**src/rtl/led_chaser_pkg.sv**
```systemverilog
// Package: led_chaser_pkg
// Shared definitions for the led_chaser LED pattern generator.
//   mode_e     : pattern mode encodings (L->R dot, R->L dot, ping-pong dot, bar fill/clear)
//   dir_e      : ping-pong travel direction
//   phase_e    : bar mode phase (filling from MSB or clearing from MSB)
//   start_value: pattern value a mode starts from (and returns to on wrap)
package led_chaser_pkg;

    typedef enum logic [1:0] {
        MODE_L2R  = 2'b00,
        MODE_R2L  = 2'b01,
        MODE_PING = 2'b10,
        MODE_FILL = 2'b11
    } mode_e;

    typedef enum logic {
        DIR_DOWN = 1'b0,
        DIR_UP   = 1'b1
    } dir_e;

    typedef enum logic {
        PH_FILL  = 1'b0,
        PH_CLEAR = 1'b1
    } phase_e;

    // Widest LED bank the start-value helper can describe; callers size-cast the result.
    localparam int unsigned MAX_LED = 64;

    // Start value: LSB dot for R->L, MSB dot for every other mode.
    function automatic logic [MAX_LED-1:0] start_value(input mode_e m, input int unsigned n_led);
        logic [MAX_LED-1:0] v;
        if (m == MODE_R2L) begin
            v = {{(MAX_LED-1){1'b0}}, 1'b1};
        end else begin
            v = {{(MAX_LED-1){1'b0}}, 1'b1} << (n_led - 32'd1);
        end
        return v;
    endfunction

endpackage

```
**src/rtl/led_prescaler.sv**
```systemverilog
// Module: led_prescaler
// Step-rate prescaler: produces a tick every step_div_i+1 enabled clocks.
//   clk        in   system clock
//   reset      in   synchronous active-high reset (cnt <= 0)
//   en_i       in   1 = count, 0 = freeze counter, no tick
//   clr_i      in   synchronous restart of the count (used on mode change)
//   step_div_i in   clocks per step minus 1, sampled every cycle
//   tick_o     out  combinational: en_i && cnt >= step_div_i
module led_prescaler
#(
    parameter int DIV_W = 24
)
(
    input  logic             clk,
    input  logic             reset,
    input  logic             en_i,
    input  logic             clr_i,
    input  logic [DIV_W-1:0] step_div_i,
    output logic             tick_o
);

    logic [DIV_W-1:0] cnt_q;
    logic [DIV_W-1:0] cnt_d;

    // ">=" rather than "==" so lowering step_div below the running count ticks
    // on the next enabled cycle instead of wrapping the whole counter.
    assign tick_o = en_i && (cnt_q >= step_div_i);

    // Next count: restart on clear or tick, advance when enabled, otherwise hold.
    always_comb begin
        cnt_d = cnt_q;
        if (clr_i) begin
            cnt_d = {DIV_W{1'b0}};
        end else if (tick_o) begin
            cnt_d = {DIV_W{1'b0}};
        end else if (en_i) begin
            cnt_d = cnt_q + {{(DIV_W-1){1'b0}}, 1'b1};
        end else begin
            cnt_d = cnt_q;
        end
    end

    // Count register with synchronous reset.
    always_ff @(posedge clk) begin
        if (reset) begin
            cnt_q <= {DIV_W{1'b0}};
        end else begin
            cnt_q <= cnt_d;
        end
    end

endmodule

```
**src/rtl/led_chaser.sv**
```systemverilog
// Module: led_chaser
// N-bit LED pattern generator with runtime step-rate prescaler and four modes.
//   clk        in   system clock, rising edge
//   reset      in   synchronous, active-high
//   en         in   1 = run, 0 = freeze pattern and prescaler
//   mode       in   00 L->R dot, 01 R->L dot, 10 ping-pong dot, 11 bar fill/clear
//   step_div   in   clocks per step minus 1
//   led        out  LED drive (registered pattern)
//   step       out  1-cycle pulse on each pattern advance
//   cycle_done out  1-cycle pulse when the pattern returns to its mode start value
// Build option: define LED_CHASER_ACTIVE_LOW_EN to drive led inverted (active-low boards).
module led_chaser
    import led_chaser_pkg::*;
#(
    parameter int N_LED = 8,
    parameter int DIV_W = 24
)
(
    input  logic             clk,
    input  logic             reset,
    input  logic             en,
    input  logic [1:0]       mode,
    input  logic [DIV_W-1:0] step_div,
    output logic [N_LED-1:0] led,
    output logic             step,
    output logic             cycle_done
);

    localparam logic [N_LED-1:0] MSB_ONE  = {1'b1, {(N_LED-1){1'b0}}};
    localparam logic [N_LED-1:0] LSB_ONE  = {{(N_LED-1){1'b0}}, 1'b1};
    localparam logic [N_LED-1:0] ALL_ONES = {N_LED{1'b1}};
    localparam logic [N_LED-1:0] ALL_ZERO = {N_LED{1'b0}};

    mode_e            mode_in_s;
    mode_e            mode_q;
    logic [N_LED-1:0] pat_q,   pat_d;
    dir_e             dir_q,   dir_d;
    phase_e           phase_q, phase_d;
    logic             step_q,  step_d;
    logic             done_q,  done_d;
    logic             tick_s;
    logic             mode_chg_s;
    logic [N_LED-1:0] start_new_s;
    logic [N_LED-1:0] start_cur_s;
    logic [N_LED-1:0] adv_pat_s;
    dir_e             adv_dir_s;
    phase_e           adv_phase_s;

    assign mode_in_s   = mode_e'(mode);
    assign mode_chg_s  = (mode_in_s != mode_q);
    assign start_new_s = N_LED'(start_value(mode_in_s, N_LED));
    assign start_cur_s = N_LED'(start_value(mode_q, N_LED));

    led_prescaler #(.DIV_W(DIV_W)) u_prescaler (
        .clk        (clk),
        .reset      (reset),
        .en_i       (en),
        .clr_i      (mode_chg_s),
        .step_div_i (step_div),
        .tick_o     (tick_s)
    );

    // Pattern value, direction and phase that one advance in the current mode would produce.
    always_comb begin
        adv_pat_s   = pat_q;
        adv_dir_s   = dir_q;
        adv_phase_s = phase_q;
        case (mode_q)
            MODE_L2R: begin
                if (pat_q == LSB_ONE) begin
                    adv_pat_s = MSB_ONE;
                end else begin
                    adv_pat_s = pat_q >> 1;
                end
            end
            MODE_R2L: begin
                if (pat_q == MSB_ONE) begin
                    adv_pat_s = LSB_ONE;
                end else begin
                    adv_pat_s = pat_q << 1;
                end
            end
            MODE_PING: begin
                // Direction turns as the dot lands on an end, so each end is shown once.
                if (dir_q == DIR_DOWN) begin
                    adv_pat_s = pat_q >> 1;
                    if (adv_pat_s[0]) begin
                        adv_dir_s = DIR_UP;
                    end else begin
                        adv_dir_s = DIR_DOWN;
                    end
                end else begin
                    adv_pat_s = pat_q << 1;
                    if (adv_pat_s[N_LED-1]) begin
                        adv_dir_s = DIR_DOWN;
                    end else begin
                        adv_dir_s = DIR_UP;
                    end
                end
            end
            MODE_FILL: begin
                if (phase_q == PH_FILL) begin
                    adv_pat_s = (pat_q >> 1) | MSB_ONE;
                    if (adv_pat_s == ALL_ONES) begin
                        adv_phase_s = PH_CLEAR;
                    end else begin
                        adv_phase_s = PH_FILL;
                    end
                end else begin
                    if (pat_q == ALL_ZERO) begin
                        adv_pat_s   = MSB_ONE;
                        adv_phase_s = PH_FILL;
                    end else begin
                        adv_pat_s   = pat_q >> 1;
                        adv_phase_s = PH_CLEAR;
                    end
                end
            end
            default: begin
                adv_pat_s   = pat_q;
                adv_dir_s   = dir_q;
                adv_phase_s = phase_q;
            end
        endcase
    end

    // Next state: a mode change wins over a coincident tick and produces no pulses.
    always_comb begin
        pat_d   = pat_q;
        dir_d   = dir_q;
        phase_d = phase_q;
        step_d  = 1'b0;
        done_d  = 1'b0;
        if (mode_chg_s) begin
            pat_d   = start_new_s;
            dir_d   = DIR_DOWN;
            phase_d = PH_FILL;
        end else if (tick_s) begin
            pat_d   = adv_pat_s;
            dir_d   = adv_dir_s;
            phase_d = adv_phase_s;
            step_d  = 1'b1;
            done_d  = (adv_pat_s == start_cur_s) ? 1'b1 : 1'b0;
        end else begin
            pat_d   = pat_q;
            dir_d   = dir_q;
            phase_d = phase_q;
        end
    end

    // State and pulse registers with synchronous reset.
    always_ff @(posedge clk) begin
        if (reset) begin
            mode_q  <= mode_in_s;
            pat_q   <= MSB_ONE;
            dir_q   <= DIR_DOWN;
            phase_q <= PH_FILL;
            step_q  <= 1'b0;
            done_q  <= 1'b0;
        end else begin
            mode_q  <= mode_in_s;
            pat_q   <= pat_d;
            dir_q   <= dir_d;
            phase_q <= phase_d;
            step_q  <= step_d;
            done_q  <= done_d;
        end
    end

    assign step       = step_q;
    assign cycle_done = done_q;

`ifdef LED_CHASER_ACTIVE_LOW_EN
    assign led = ~pat_q;
`else
    assign led = pat_q;
`endif

endmodule

```
**config.mk**
```make
export PLATFORM = sky130hd
export DESIGN_NAME = led_chaser
export DESIGN_NICKNAME = d
export VERILOG_FILES = /design/src/rtl/led_chaser_pkg.sv /design/src/rtl/led_prescaler.sv /design/src/rtl/led_chaser.sv
export SDC_FILE = /design/constraint.sdc
export NUM_CORES = 1
export LEC_CHECK = 0
export ABC_AREA = 1
export BUFFER_PORTS_ARGS = -buffer_cell sky130_fd_sc_hd__buf_2
export CAP_MARGIN = 40
export CORE_ASPECT_RATIO = 2
export CORE_MARGIN = 2
export CORE_UTILIZATION = 34
export DETAILED_ROUTE_END_ITERATION = 10
export SYNTH_ARGS = -nofsm -noshare
export SYNTH_HDL_FRONTEND = slang
export SYNTH_SLANG_ARGS = --single-unit
```
**constraint.sdc**
```tcl
create_clock -name clk -period 1.67 [get_ports clk]
set_input_delay 0.0835 -clock clk [delete_from_list [all_inputs] [get_ports clk]]
set_output_delay 0.0835 -clock clk [all_outputs]
set_load 0.02 [all_outputs]
```
# Word level (Yosys, flattened, before mapping)
# Index checks and enable logic that the tools add are counted.
[totals] regBits=38 output_inout_bits=10
[classes] add_sub_neg=1 n_lt_le_gt_ge=1 eq_ne=9 mux=18 bitwise=1 reduce_logical=9
[op_table] op="2-to-1 mux 8 bit" count=9
[op_table] op="case mux 8 bit (4 select lines)" count=1
[op_table] op="adder 24 x 1 -> 24 bit (second input constant)" count=1
[op_table] op="greater-or-equal comparator 24 bit" count=1
[op_table] op="== test 8 x 1 -> 1 bit (second input constant)" count=1
[op_table] op="== test 8 bit" count=1
[op_table] op="== test 8 bit (second input constant)" count=1
[op_table] op="logical NOT 8 bit" count=1
[op_table] op="2-to-1 mux 1 bit" count=8
[op_table] op="== test 7 bit (second input constant)" count=1
[op_table] op="OR reduction 3 bit" count=2
[op_table] op="== test 2 x 1 -> 1 bit (second input constant)" count=2
[op_table] op="== test 2 bit (second input constant)" count=2
[op_table] op="AND reduction 2 bit" count=2
[op_table] op="logical NOT 2 bit" count=1
[op_table] op="!= test 2 bit" count=1
[op_table] op="nonzero test 2 bit" count=1
[op_table] op="OR reduction 2 bit" count=1
[op_table] op="logical AND 1 bit" count=1
[op_table] op="NOT 1 bit" count=1

# Depth between registers and ports, before layout
[logic_depth] ltp_word=6 mapped_depth=14 ltp_nobuf=14

# Cells and area by module
# Synthesis repeated with hierarchy kept, for this count alone.
[unflattened] cells_unflattened=407 hier_area_um2=2865.2
[modules_own_cells] mod="led_prescaler" n_inst=1 cells_each=274 area_per_inst_um2=2009.4
[modules_own_cells] mod="led_chaser" n_inst=1 cells_each=133 area_per_inst_um2=855.8

# Worst setup path after synthesis
# OpenSTA, ideal clock, no wires.
[synth_timing] path_type="register to register" start="register u_prescaler.cnt_q[15]" end="register phase_q" arrival_time_ns=1.563 slack_ns=-0.011 stages_incl_launch_ff=12 path_buffers=1 period_less_slack_ns=1.681 cell_sequence="dfxtp_1 ha_1 nand2_1 nor2_1 nand4_1 nor2_1 nand2_1 nand2_1 nand2_2 buf_2 nor3_1 nor2_1"
[synth_between] elab_chain_cells=3
[synth_lines] item="start, declared" line="led_prescaler.sv:22" rtl="logic [DIV_W-1:0] cnt_q;"
[synth_lines] item="start signal, assigned" line="led_prescaler.sv:46" rtl="cnt_q <= {DIV_W{1'b0}};"
[synth_lines] item="start signal, assigned" line="led_prescaler.sv:48" rtl="cnt_q <= cnt_d;"
[synth_lines] item="greater-or-equal comparator 24 bit" line="led_prescaler.sv:27" rtl="assign tick_o = en_i && (cnt_q >= step_div_i);"
[synth_lines] item="logical AND 1 bit" line="led_prescaler.sv:27"
[synth_lines] item="AND reduction 2 bit (no line)"
[synth_lines] item="end signal, assigned" line="led_chaser.sv:164" rtl="phase_q <= phase_d;"
[synth_lines] item="end, declared" line="led_chaser.sv:38" rtl="phase_e phase_q, phase_d;"
# No other way between the ends.
# A chain may end at the register's enable or synchronous reset.

# Worst setup path after layout
[layout_timing] start="register u_prescaler.cnt_q[15]" end="register u_prescaler.cnt_q[22]"
[layout_between] elab_chain_cells=3
[layout_lines] item="greater-or-equal comparator 24 bit" line="led_prescaler.sv:27"
[layout_lines] item="logical AND 1 bit" line="led_prescaler.sv:27"
[layout_lines] item="OR reduction 3 bit (no line)"
# Parallel ways exist; a longest one is shown, timed or not.

==> flow_summary_export.csv <==
group,metric,value,unit
status,status,"finished, violations left",
status,violations,"negative setup slack",
grt,track_usage,17.6,%
yosys,synth_edf_count,0,
cts,clockBufferDepth,2,
route,drc_errors,0,
worst_setup_path,cpPeakStageDelay,0.35,ns
timing,report.final.slew_viol_count,0,
yosys,synth_area,0.00262,mm²
grt,grt_pass1_wl,11.5,mm
yosys,synth_cell_types,34,
yosys,synth_top_family_by_area,"simple AND/OR/NAND/NOR gates",
grt,grt_max_degree,25,
route,final_antenna_net_count,0,
worst_setup_path,crit_top_cell,"nand2_2",
timing,fin_crit_sh,106,%
power_and_ir_drop,power,2.18,mW
timing,tightest_slew,0.382,ns
die,placementRows,45,
job,max-cap-violations,0,
route,vias,2747,
die,core,0.00754,mm²
timing,skew,0.00550,ns
timing,slew_headroom,74.4,%
die,initial_core_util,34.7,%
die,fp.dieH,128,µm
worst_setup_path,crit_fanout,6,
yosys,synthAdderAreaFrac,11.9,%
yosys,synth_nets,444,
route,firstDrtPassIters,4,
route,wl_per_cell,12.9,µm
yosys,synth-seq-cells,38,
cts,cts_buffers,5,
route,drt_iter0_markers,53,
worst_setup_path,crit_type,"flop to flop",
timing,layout_setup_ws,-0.0977,ns
timing,period_needed,1.77,ns
worst_setup_path,setup.worst_path.end_class,"flop",
place,post-dp-hpwl,5.42,mm
yosys,synth_top_cell_by_area,"dfxtp_1",
die,dieArea,0.00846,mm²
worst_setup_path,crit_path_top_delay_cell,"dfxtp_2",
yosys,seq_area_frac_synth,29.0,%
worst_setup_path,crit_buf_inv,1,
cts,clock_latency,0.28,ns
power_and_ir_drop,cellPowerDensity,556,mW/mm²
yosys,syn_inst,390,
yosys,yosys.area_share.simple,36.2,%
yosys,ys.flop_type,"dfxtp_1",
final_layout,final_cell_area,0.00392,mm²
yosys,synth_mux_area_share,0,%
final_layout,drive_gt1_share,40.1,%
die,dieWidth,66.1,µm
final_layout,area_delta_synth_final,49.7,%
yosys,avgSynthCellArea,6.71,µm²
die,ios,39,
place,io_buffers,38,
final_layout,seqCellArea,781,µm²
timing,max_freq,0.566,GHz
power_and_ir_drop,irDropWorstVdd,0.357,mV
yosys,synth_xor_xnor_area_share,6.35,%
place,place_congestion,0.903,
final_layout,n_fill_cell,758,
cts,ctsRootBufferMaster,"clkbuf_16",
yosys,async_reset_ff_share,0,%
worst_setup_path,crit_required,1.89,ns
final_layout,multi_input_area,0.00202,mm²
timing,finalHoldViolations,0,
grt,gr-total-overflow,0,
cts,ctsHtreeMaxLevel,2,
worst_setup_path,cp_data_arrival_time,1.99,ns
yosys,synth.area.top_cells,"dfxtp_1 (29%), nand2_1 (14%), ha_1 (12%)",
yosys,yosys_warnings,0,
timing,rsz0062_at_grt,"yes",
timing,totalNegativeSetupSlack,-1.72,ns
power_and_ir_drop,p_leak,1.85,nW
worst_setup_path,crit_chain,"ha_4 > a21o_1 > nor2_2 > nand2_2 > a21oi_2 > nand2_2 > nand2_4 > nand3_4 > clkbuf_16 > a21oi_4",
grt,antenna_found_initial,0,
final_layout,nets,532,
route,viasPerCell,4.79,
yosys,netlist.area_leader.share,29.0,%
place,postPlaceCellArea,0.00323,mm²
cts,cts_tree,"yes",
final_layout,antenna_cells,0,
route,drt_wl_total,7.36,mm
grt,grt_pass1_vias,2774,
hold_path,hold_class,"input port to flop",
cts,cts_sinks,38,
timing,setup_viol,30,
yosys,synth_compound_area_share,6.45,%
cts,clkTransAtPathRegs,0.06,ns
worst_setup_path,start_kind,"flop",
worst_setup_path,cp_top_family,"simple AND/OR/NAND/NOR gates",
[through the flow]
stage / setup WS (ns) / util, % / hold slack [ns] / instances
floorplan: 0.00168 / - / 0.111 / 390
global placement: -0.183 / 42.8 / 0.216 / 559
detailed placement: -0.215 / 42.8 / 0.223 / 559
CTS: -0.0482 / 49.1 / 0.103 / 570
global route: -0.174 / 52.0 / 0.141 / 573
finish: -0.0977 / 52.0 / 0.119 / 573
[Yosys cell counts, types with 3 or more instances]
master / n
a21oi_1: 15
buf_2: 3
dfxtp_1: 38
ha_1: 25
inv_1: 60
inv_2: 3
nand2_1: 101
nand3_1: 17
nand4_1: 13
nor2_1: 54
nor3_1: 11
o21a_1: 4
o21ai_0: 3
xnor2_1: 9
xor2_1: 10
[logic make-up after synthesis]
| family | count (synthesis) |
|---|---|
| compound gates | 29 |
| fa+ha+maj | 25 |
| xor+xnor | 19 |
| simple gates | 211 |
| buf+inv | 68 |
| flops | 38 |
[power by group]
| part | internal [mW] | leakage, nW | switching, mW | total, mW |
|---|---|---|---|---|
| sequential | 0.915 | 0.315 | 0.00957 | 0.924 |
| combinational | 0.121 | 1.46 | 0.169 | 0.290 |
| clock | 0.591 | 0.0729 | 0.373 | 0.964 |
| total | 1.63 | 1.85 | 0.552 | 2.18 |
[final timing paths]
kind                                             from               endpoint  slack [ns]  cells past startpoint
worst max-delay path            u_prescaler.cnt_q[15]  u_prescaler.cnt_q[22]        -0.1                     10
worst min-delay path                               en   u_prescaler.cnt_q[1]        0.12                      3
worst max register to register  u_prescaler.cnt_q[15]  u_prescaler.cnt_q[22]        -0.1                     10
worst min register to register   u_prescaler.cnt_q[0]   u_prescaler.cnt_q[0]        0.50                      2
[timing repair]
action                                 in CTS  in global routing
setup endpoints to repair                  36                 36
buffers inserted                            1                  1
pin swaps                                   5                 11
resized for setup                          57                 46
endpoints found under the hold margin       2                  0
gates cloned                                0                  2
hold buffers                                2                  0
[registers in the layout, summed over array words and instances, names as in the netlist]
register and flops:
u_prescaler.cnt_q 24, step 1, cycle_done 1, phase_q 1
led 8, dir_q 1, mode_q 2
[cell usage in the layout, fill, tap and decap left out, types with 11 or more instances in the layout]
cell type,synthesis,layout
nand2_1,101,86
inv_1,60,58
buf_4,1,41
buf_2,3,38
nor2_1,54,35
dfxtp_1,38,22
dfxtp_2,0,16
nand3_1,17,15
ha_4,0,14
nand2_2,2,13
nand4_1,13,13
nor2_2,1,12
a21oi_2,1,11
ha_1,25,11
[layout make-up]
cell class              count  area share [%]
clock buffers               6            3.54
clock inverters             2           0.319
inverters                  63            6.09
multi-input cells         284            51.6
flip-flops and latches     38            19.9
well taps                  94            3.00
repair buffers             86            15.6
[worst reg2reg max path: cells and delay by family, from the launching register on]
kind | cells | cell delay (ns)
AOI/OAI and AO/OA | 3 | 0.42
adders and majority gates | 1 | 0.20
buffers and inverters | 1 | 0.22
DFF | 1 | 0.35
and+or+nand+nor | 5 | 0.50
[routing by layer]
metal  vias to the layer above  wire length, µm  GRT usage (%)
li1                       1399                -              -
met1                      1280             2520           15.6
met2                        45             4430           36.2
met3                        23              150           2.46
met4                         0              268           8.28
met5                         -                0              0
Power figures use the tool's default switching activity.
